$ cat src/rtl/alu_result_buffer_if.sv
// Handshake bundle between a logic unit, the result buffer and its consumer.
// master drives the upstream result and downstream ready; slave is the buffer.
interface alu_result_buffer_if #(
    parameter int WIDTH = 32
);
    logic             in_valid;
    logic             in_ready;
    logic [WIDTH-1:0] in_result;
    logic             out_valid;
    logic             out_ready;
    logic [WIDTH-1:0] out_result;
    logic             out_zero;
    logic             out_neg;
    logic             out_parity;

    modport master (
        output in_valid, in_result, out_ready,
        input  in_ready, out_valid, out_result, out_zero, out_neg, out_parity
    );

    modport slave (
        input  in_valid, in_result, out_ready,
        output in_ready, out_valid, out_result, out_zero, out_neg, out_parity
    );
endinterface

$ cat src/rtl/alu_result_buffer.sv
// Registered output FIFO for the bitwise logic units: stores result plus
// zero/neg/parity flags computed at capture, and counts delivered results.
module alu_result_buffer #(
    parameter int WIDTH = 32,
    parameter int DEPTH = 2
) (
    input  logic                       clk,
    input  logic                       reset,
    alu_result_buffer_if.slave         bus,
    output logic [$clog2(DEPTH):0]     level,
    output logic [15:0]                count
);
    localparam int AW = $clog2(DEPTH);
    localparam int LW = AW + 1;
    localparam int EW = WIDTH + 3;

    logic [EW-1:0] r_mem [DEPTH];
    logic [EW-1:0] r_last;
    logic [AW-1:0] r_wr_ptr;
    logic [AW-1:0] r_rd_ptr;
    logic [LW-1:0] r_level;
    logic [15:0]   r_count;

    logic          w_in_ready;
    logic          w_out_valid;
    logic          w_push;
    logic          w_pop;
    logic [EW-1:0] w_entry;
    logic [EW-1:0] w_head;

    assign w_in_ready  = !reset && (r_level != LW'(DEPTH));
    assign w_out_valid = (r_level != '0);
    assign w_push      = bus.in_valid && w_in_ready;
    assign w_pop       = w_out_valid && bus.out_ready;

    // Flags are frozen alongside the result so the output never recomputes them.
    assign w_entry = {bus.in_result,
                      ~|bus.in_result,
                      bus.in_result[WIDTH-1],
                      ^bus.in_result};

    // When empty, present the most recently retired entry instead of stale slots.
    assign w_head = w_out_valid ? r_mem[r_rd_ptr] : r_last;

    assign bus.in_ready   = w_in_ready;
    assign bus.out_valid  = w_out_valid;
    assign bus.out_result = w_head[EW-1:3];
    assign bus.out_zero   = w_head[2];
    assign bus.out_neg    = w_head[1];
    assign bus.out_parity = w_head[0];
    assign level          = r_level;
    assign count          = r_count;

    // Storage, pointers, occupancy and delivered-result counter.
    always_ff @(posedge clk) begin
        if (reset) begin
            for (int i = 0; i < DEPTH; i++) begin
                r_mem[i] <= '0;
            end
            r_last   <= '0;
            r_wr_ptr <= '0;
            r_rd_ptr <= '0;
            r_level  <= '0;
            r_count  <= '0;
        end else begin
            if (w_push) begin
                r_mem[r_wr_ptr] <= w_entry;
                r_wr_ptr        <= r_wr_ptr + AW'(1);
            end
            if (w_pop) begin
                r_last   <= r_mem[r_rd_ptr];
                r_rd_ptr <= r_rd_ptr + AW'(1);
                if (r_count != 16'hFFFF) begin
                    r_count <= r_count + 16'd1;
                end
            end
            unique case ({w_push, w_pop})
                2'b10:   r_level <= r_level + LW'(1);
                2'b01:   r_level <= r_level - LW'(1);
                default: r_level <= r_level;
            endcase
        end
    end
endmodule

$ cat src/flat_wrapper.sv
// flat-port wrapper written by rule: the top's interface ports become plain ports
module alu_result_buffer_flat 
#(
    parameter int WIDTH = 32,
    parameter int DEPTH = 2
)
  (clk, reset, level, count, bus_in_valid, bus_in_result, bus_out_ready, bus_in_ready, bus_out_valid, bus_out_result, bus_out_zero, bus_out_neg, bus_out_parity);
  alu_result_buffer_if #(.WIDTH(WIDTH)) bus_i ();
  input  logic clk;
  input  logic reset;
  output logic [$clog2(DEPTH):0] level;
  output logic [15:0] count;
  input wire logic [$bits(bus_i.in_valid)-1:0] bus_in_valid;
  input wire logic [$bits(bus_i.in_result)-1:0] bus_in_result;
  input wire logic [$bits(bus_i.out_ready)-1:0] bus_out_ready;
  output wire logic [$bits(bus_i.in_ready)-1:0] bus_in_ready;
  output wire logic [$bits(bus_i.out_valid)-1:0] bus_out_valid;
  output wire logic [$bits(bus_i.out_result)-1:0] bus_out_result;
  output wire logic [$bits(bus_i.out_zero)-1:0] bus_out_zero;
  output wire logic [$bits(bus_i.out_neg)-1:0] bus_out_neg;
  output wire logic [$bits(bus_i.out_parity)-1:0] bus_out_parity;
  assign bus_i.in_valid = bus_in_valid;
  assign bus_i.in_result = bus_in_result;
  assign bus_i.out_ready = bus_out_ready;
  assign bus_in_ready = bus_i.in_ready;
  assign bus_out_valid = bus_i.out_valid;
  assign bus_out_result = bus_i.out_result;
  assign bus_out_zero = bus_i.out_zero;
  assign bus_out_neg = bus_i.out_neg;
  assign bus_out_parity = bus_i.out_parity;
  alu_result_buffer #(.WIDTH(WIDTH), .DEPTH(DEPTH)) u_core (.clk(clk), .reset(reset), .bus(bus_i), .level(level), .count(count));
endmodule
$ cat config.mk
export PLATFORM = sky130hd
export DESIGN_NAME = alu_result_buffer_flat
export DESIGN_NICKNAME = d
export VERILOG_FILES = /design/src/rtl/alu_result_buffer_if.sv /design/src/rtl/alu_result_buffer.sv /design/src/flat_wrapper.sv
export SDC_FILE = /design/constraint.sdc
export NUM_CORES = 1
export LEC_CHECK = 0
export ABC_CLOCK_PERIOD_IN_PS = 6600
export CORE_MARGIN = 1.5
export CORE_UTILIZATION = 50
export DETAILED_ROUTE_END_ITERATION = 6
export PLACE_DENSITY_LB_ADDON = 0.12
export SLEW_MARGIN = 40
export SYNTH_ARGS = -nofsm -noshare
export SYNTH_HDL_FRONTEND = slang
export SYNTH_SLANG_ARGS = --single-unit
$ cat constraint.sdc
create_clock -name clk -period 6.6 [get_ports clk]
set_input_delay 1.98 -clock clk [delete_from_list [all_inputs] [get_ports clk]]
set_output_delay 1.98 -clock clk [all_outputs]
set_load 0.1 [all_outputs]
==> impl_metrics.csv <==
group,metric,value,unit
outcome,status,"completed",
layout,drive_gt1_share,15.7,%
clock_tree,cts_buffers,17,
placement,hpwl,7.71,mm
sta,skew,0.00907,ns
clock_tree,clk_pin_slew,0.06,ns
clock_tree,cts_root_buf,"clkbuf_16",
die,io-pin-count,91,
worst_setup_path,cpPeakStageDelay,0.35,ns
layout,final-seq-area,3150,um2
route,ant_nets,0,
worst_setup_path,cp.required,4.62,ns
clock_tree,cts_setup_buffers,0,
route,dr.pass1.iters,5,
route,wl,12.0,mm
synthesis,synth_top_area_cell,"edfxtp_1",
synthesis,syn_nets,611,
worst_setup_path,worstSetupStartpointType,"primary input",
placement,place_ws,1.94,ns
route,vias,4143,
placement,io_buffers,90,
worst_setup_path,worst_ep_arrival_time,2.69,ns
clock_tree,clockBufferDepth,2,
route,vias_per_cell,5.24,
layout,layout_commonest_cell,"nor2_1",
worst_setup_path,worstPathCellList,"buf_2 -> a21oi_1 -> buf_4",
sta,max_clock_freq,214,MHz
worst_setup_path,crit_family,"buffers and inverters",
sta,fin_ws,1.93,ns
synthesis,syn_area,5680,um2
run,drv_cap,0,
synthesis,synth.area.top_cells,"edfxtp_1, dfxtp_1, nor2_1, mux2i_1, a211oi_1",
min_path,hold_depth,2,
worst_setup_path,cp_num_buf_inv,2,
clock_tree,cts_sinks,123,
synthesis,ys_seq_area_share,55.3,%
layout,n_antenna_cell,0,
grt,grt_pass1_vias,4055,
grt,grt_max_degree,70,
sta,setup_viol_count_final,0,
clock_tree,cts_resized,0,
die,die_h,110,um
worst_setup_path,cp.depth,3,
layout,multi_input_area,2280,um2
layout,area_growth,23.1,%
die,std_cell_rows,38,
sta,slew_headroom,48.4,%
placement,post-place-cells,758,
clock_tree,insertion_delay,0.41,ns
sta,maxSlewViolCount,0,
route,drt_iter0_markers,319,
clock_tree,holdBufCountCts,0,
worst_setup_path,reg2reg_depth,6,
route,post_drt_wl_per_cell,15.2,um
worst_setup_path,cpMaxStageDelayCell,"buf_4",
die,coreArea,11000,um2
min_path,hold_class,"reg -> reg",
sta,finalSetupTns,0,ns
clock_tree,ctsHtreeMaxLevel,4,
synthesis,synth.distinct_cells,35,
clock_tree,cts_tree,"built",
sta,rsz0062_at_grt,"no",
synthesis,yosysWarnings,0,
worst_setup_path,worstSetupPathType,"in -> out",
die,initial_core_util,51.8,%
synthesis,yosysTopAreaCellShare,35.9,%
layout,final_nets,691,
layout,instances_no_fill,790,
layout,fillers,872,
synthesis,synth.avg_cell_area,10.2,um2
worst_setup_path,cp_max_fo,3,
layout,final_cell_mix,"nor2_1, edfxtp_1, buf_2",
grt,grt.overflow.total,0,
die,die_w,110,um
synthesis,ys_ff_latch,123,
grt,grt_antenna_before_repair,0,
worst_setup_path,end_kind,"output pin",
sta,tightest_slew,0.774,ns
sta,hold_violations,0,
grt,grt_use_total,21.8,%
sta,fin_crit,4.67,ns
route,drc_errors,0,
synthesis,synthCells,557,
placement,gp_congestion,0.804,
die,die_area,12000,um2
sta,finalCritPeriodShare,70.8,%
grt,grt_pass1_wl,19.6,mm
[final cells by class]
cell class	instances	share of cell area, %
clock inverter	15	2.50
timing repair buffer	95	9.44
sequential	123	45.0
clock buffer	17	6.08
multi-input combinational	365	32.6
inverter	35	1.88
tap	140	2.50
[synthesized netlist by cell type]
| cell | number |
|---|---|
| clkbuf_1 | 25 |
| nor4_1 | 4 |
| buf_1 | 2 |
| a31oi_1 | 1 |
| nor2_1 | 118 |
| o21ai_0 | 8 |
| or2_4 | 1 |
| or2_2 | 3 |
| nand2_1 | 8 |
| xor2_1 | 4 |
| and3_1 | 2 |
| nand4_1 | 8 |
| ha_1 | 18 |
| nand2b_1 | 1 |
| nand3_1 | 5 |
| nor4b_1 | 1 |
| nor3_1 | 6 |
| and2_1 | 33 |
| inv_1 | 34 |
| or3_4 | 1 |
| xnor2_1 | 21 |
| buf_2 | 6 |
| a21oi_1 | 42 |
| buf_4 | 1 |
| mux2i_1 | 36 |
| a311oi_1 | 1 |
| or3_2 | 1 |
| a211oi_1 | 34 |
| or3_1 | 4 |
| dfxtp_1 | 55 |
| inv_2 | 1 |
| nor2b_1 | 2 |
| o311ai_0 | 1 |
| o21ai_4 | 1 |
| edfxtp_1 | 68 |
[worst reg2reg max path: stages, from the launching register on]
cell and delay, ns:
dfxtp_1 0.48, inv_1 0.07, a21oi_1 0.27, nand2_1 0.15, or2_2 0.59, nand2b_1 0.47
buf_4 0.44
[per-stage QoR]
| step | util (%) | instance area, um2 | hold slack [ns] |
|---|---|---|---|
| final | 63.7 | 7000 | 0.460 |
| after global routing | 63.7 | 7000 | 0.512 |
| after CTS | 63.6 | 6990 | 0.464 |
| after detailed placement | 58.2 | 6390 | 0.456 |
| after global placement | 60.6 | 6650 | 0.451 |
| after floorplan | - | 5680 | 0.440 |
[registers in the layout, summed over array words and instances, names as in the netlist, named ones only]
name	count
u_core.count	16
u_core.level	2
u_core.r_last	34
u_core.r_mem	68
u_core.r_rd_ptr	1
u_core.r_wr_ptr	1
[metal layers]
layer	GRT usage, %	vias up	wire length, um
met1	26.3	1933	5290
li1	-	2095	-
met2	36.7	105	6050
met5	0	-	0
met4	9.00	0	133
met3	6.16	10	548
[path summary, 6_finish.rpt]
check,start,end,slack [ns]
hold / removal,u_core.r_wr_ptr,u_core.r_wr_ptr,0.46
setup / recovery,reset,bus_in_ready,1.93
setup reg to reg,u_core.level[0],u_core.r_mem[0][19],3.78
hold reg to reg,u_core.r_wr_ptr,u_core.r_wr_ptr,0.46
[cell families after synthesis]
| group | after synthesis | synth area share (%) |
|---|---|---|
| xor gates and xnor gates | 25 | 3.85 |
| and+or+nand+nor | 198 | 16.2 |
| buffers and inverters | 69 | 4.75 |
| AOI/OAI and AO/OA | 88 | 9.60 |
| muxes | 36 | 6.34 |
| adders and majority gates | 18 | 3.96 |
| DFF | 123 | 55.3 |
Power is left out: the tool's default activity adds up to more than one toggle a clock period on the data nets, which glitch-free logic cannot reach.
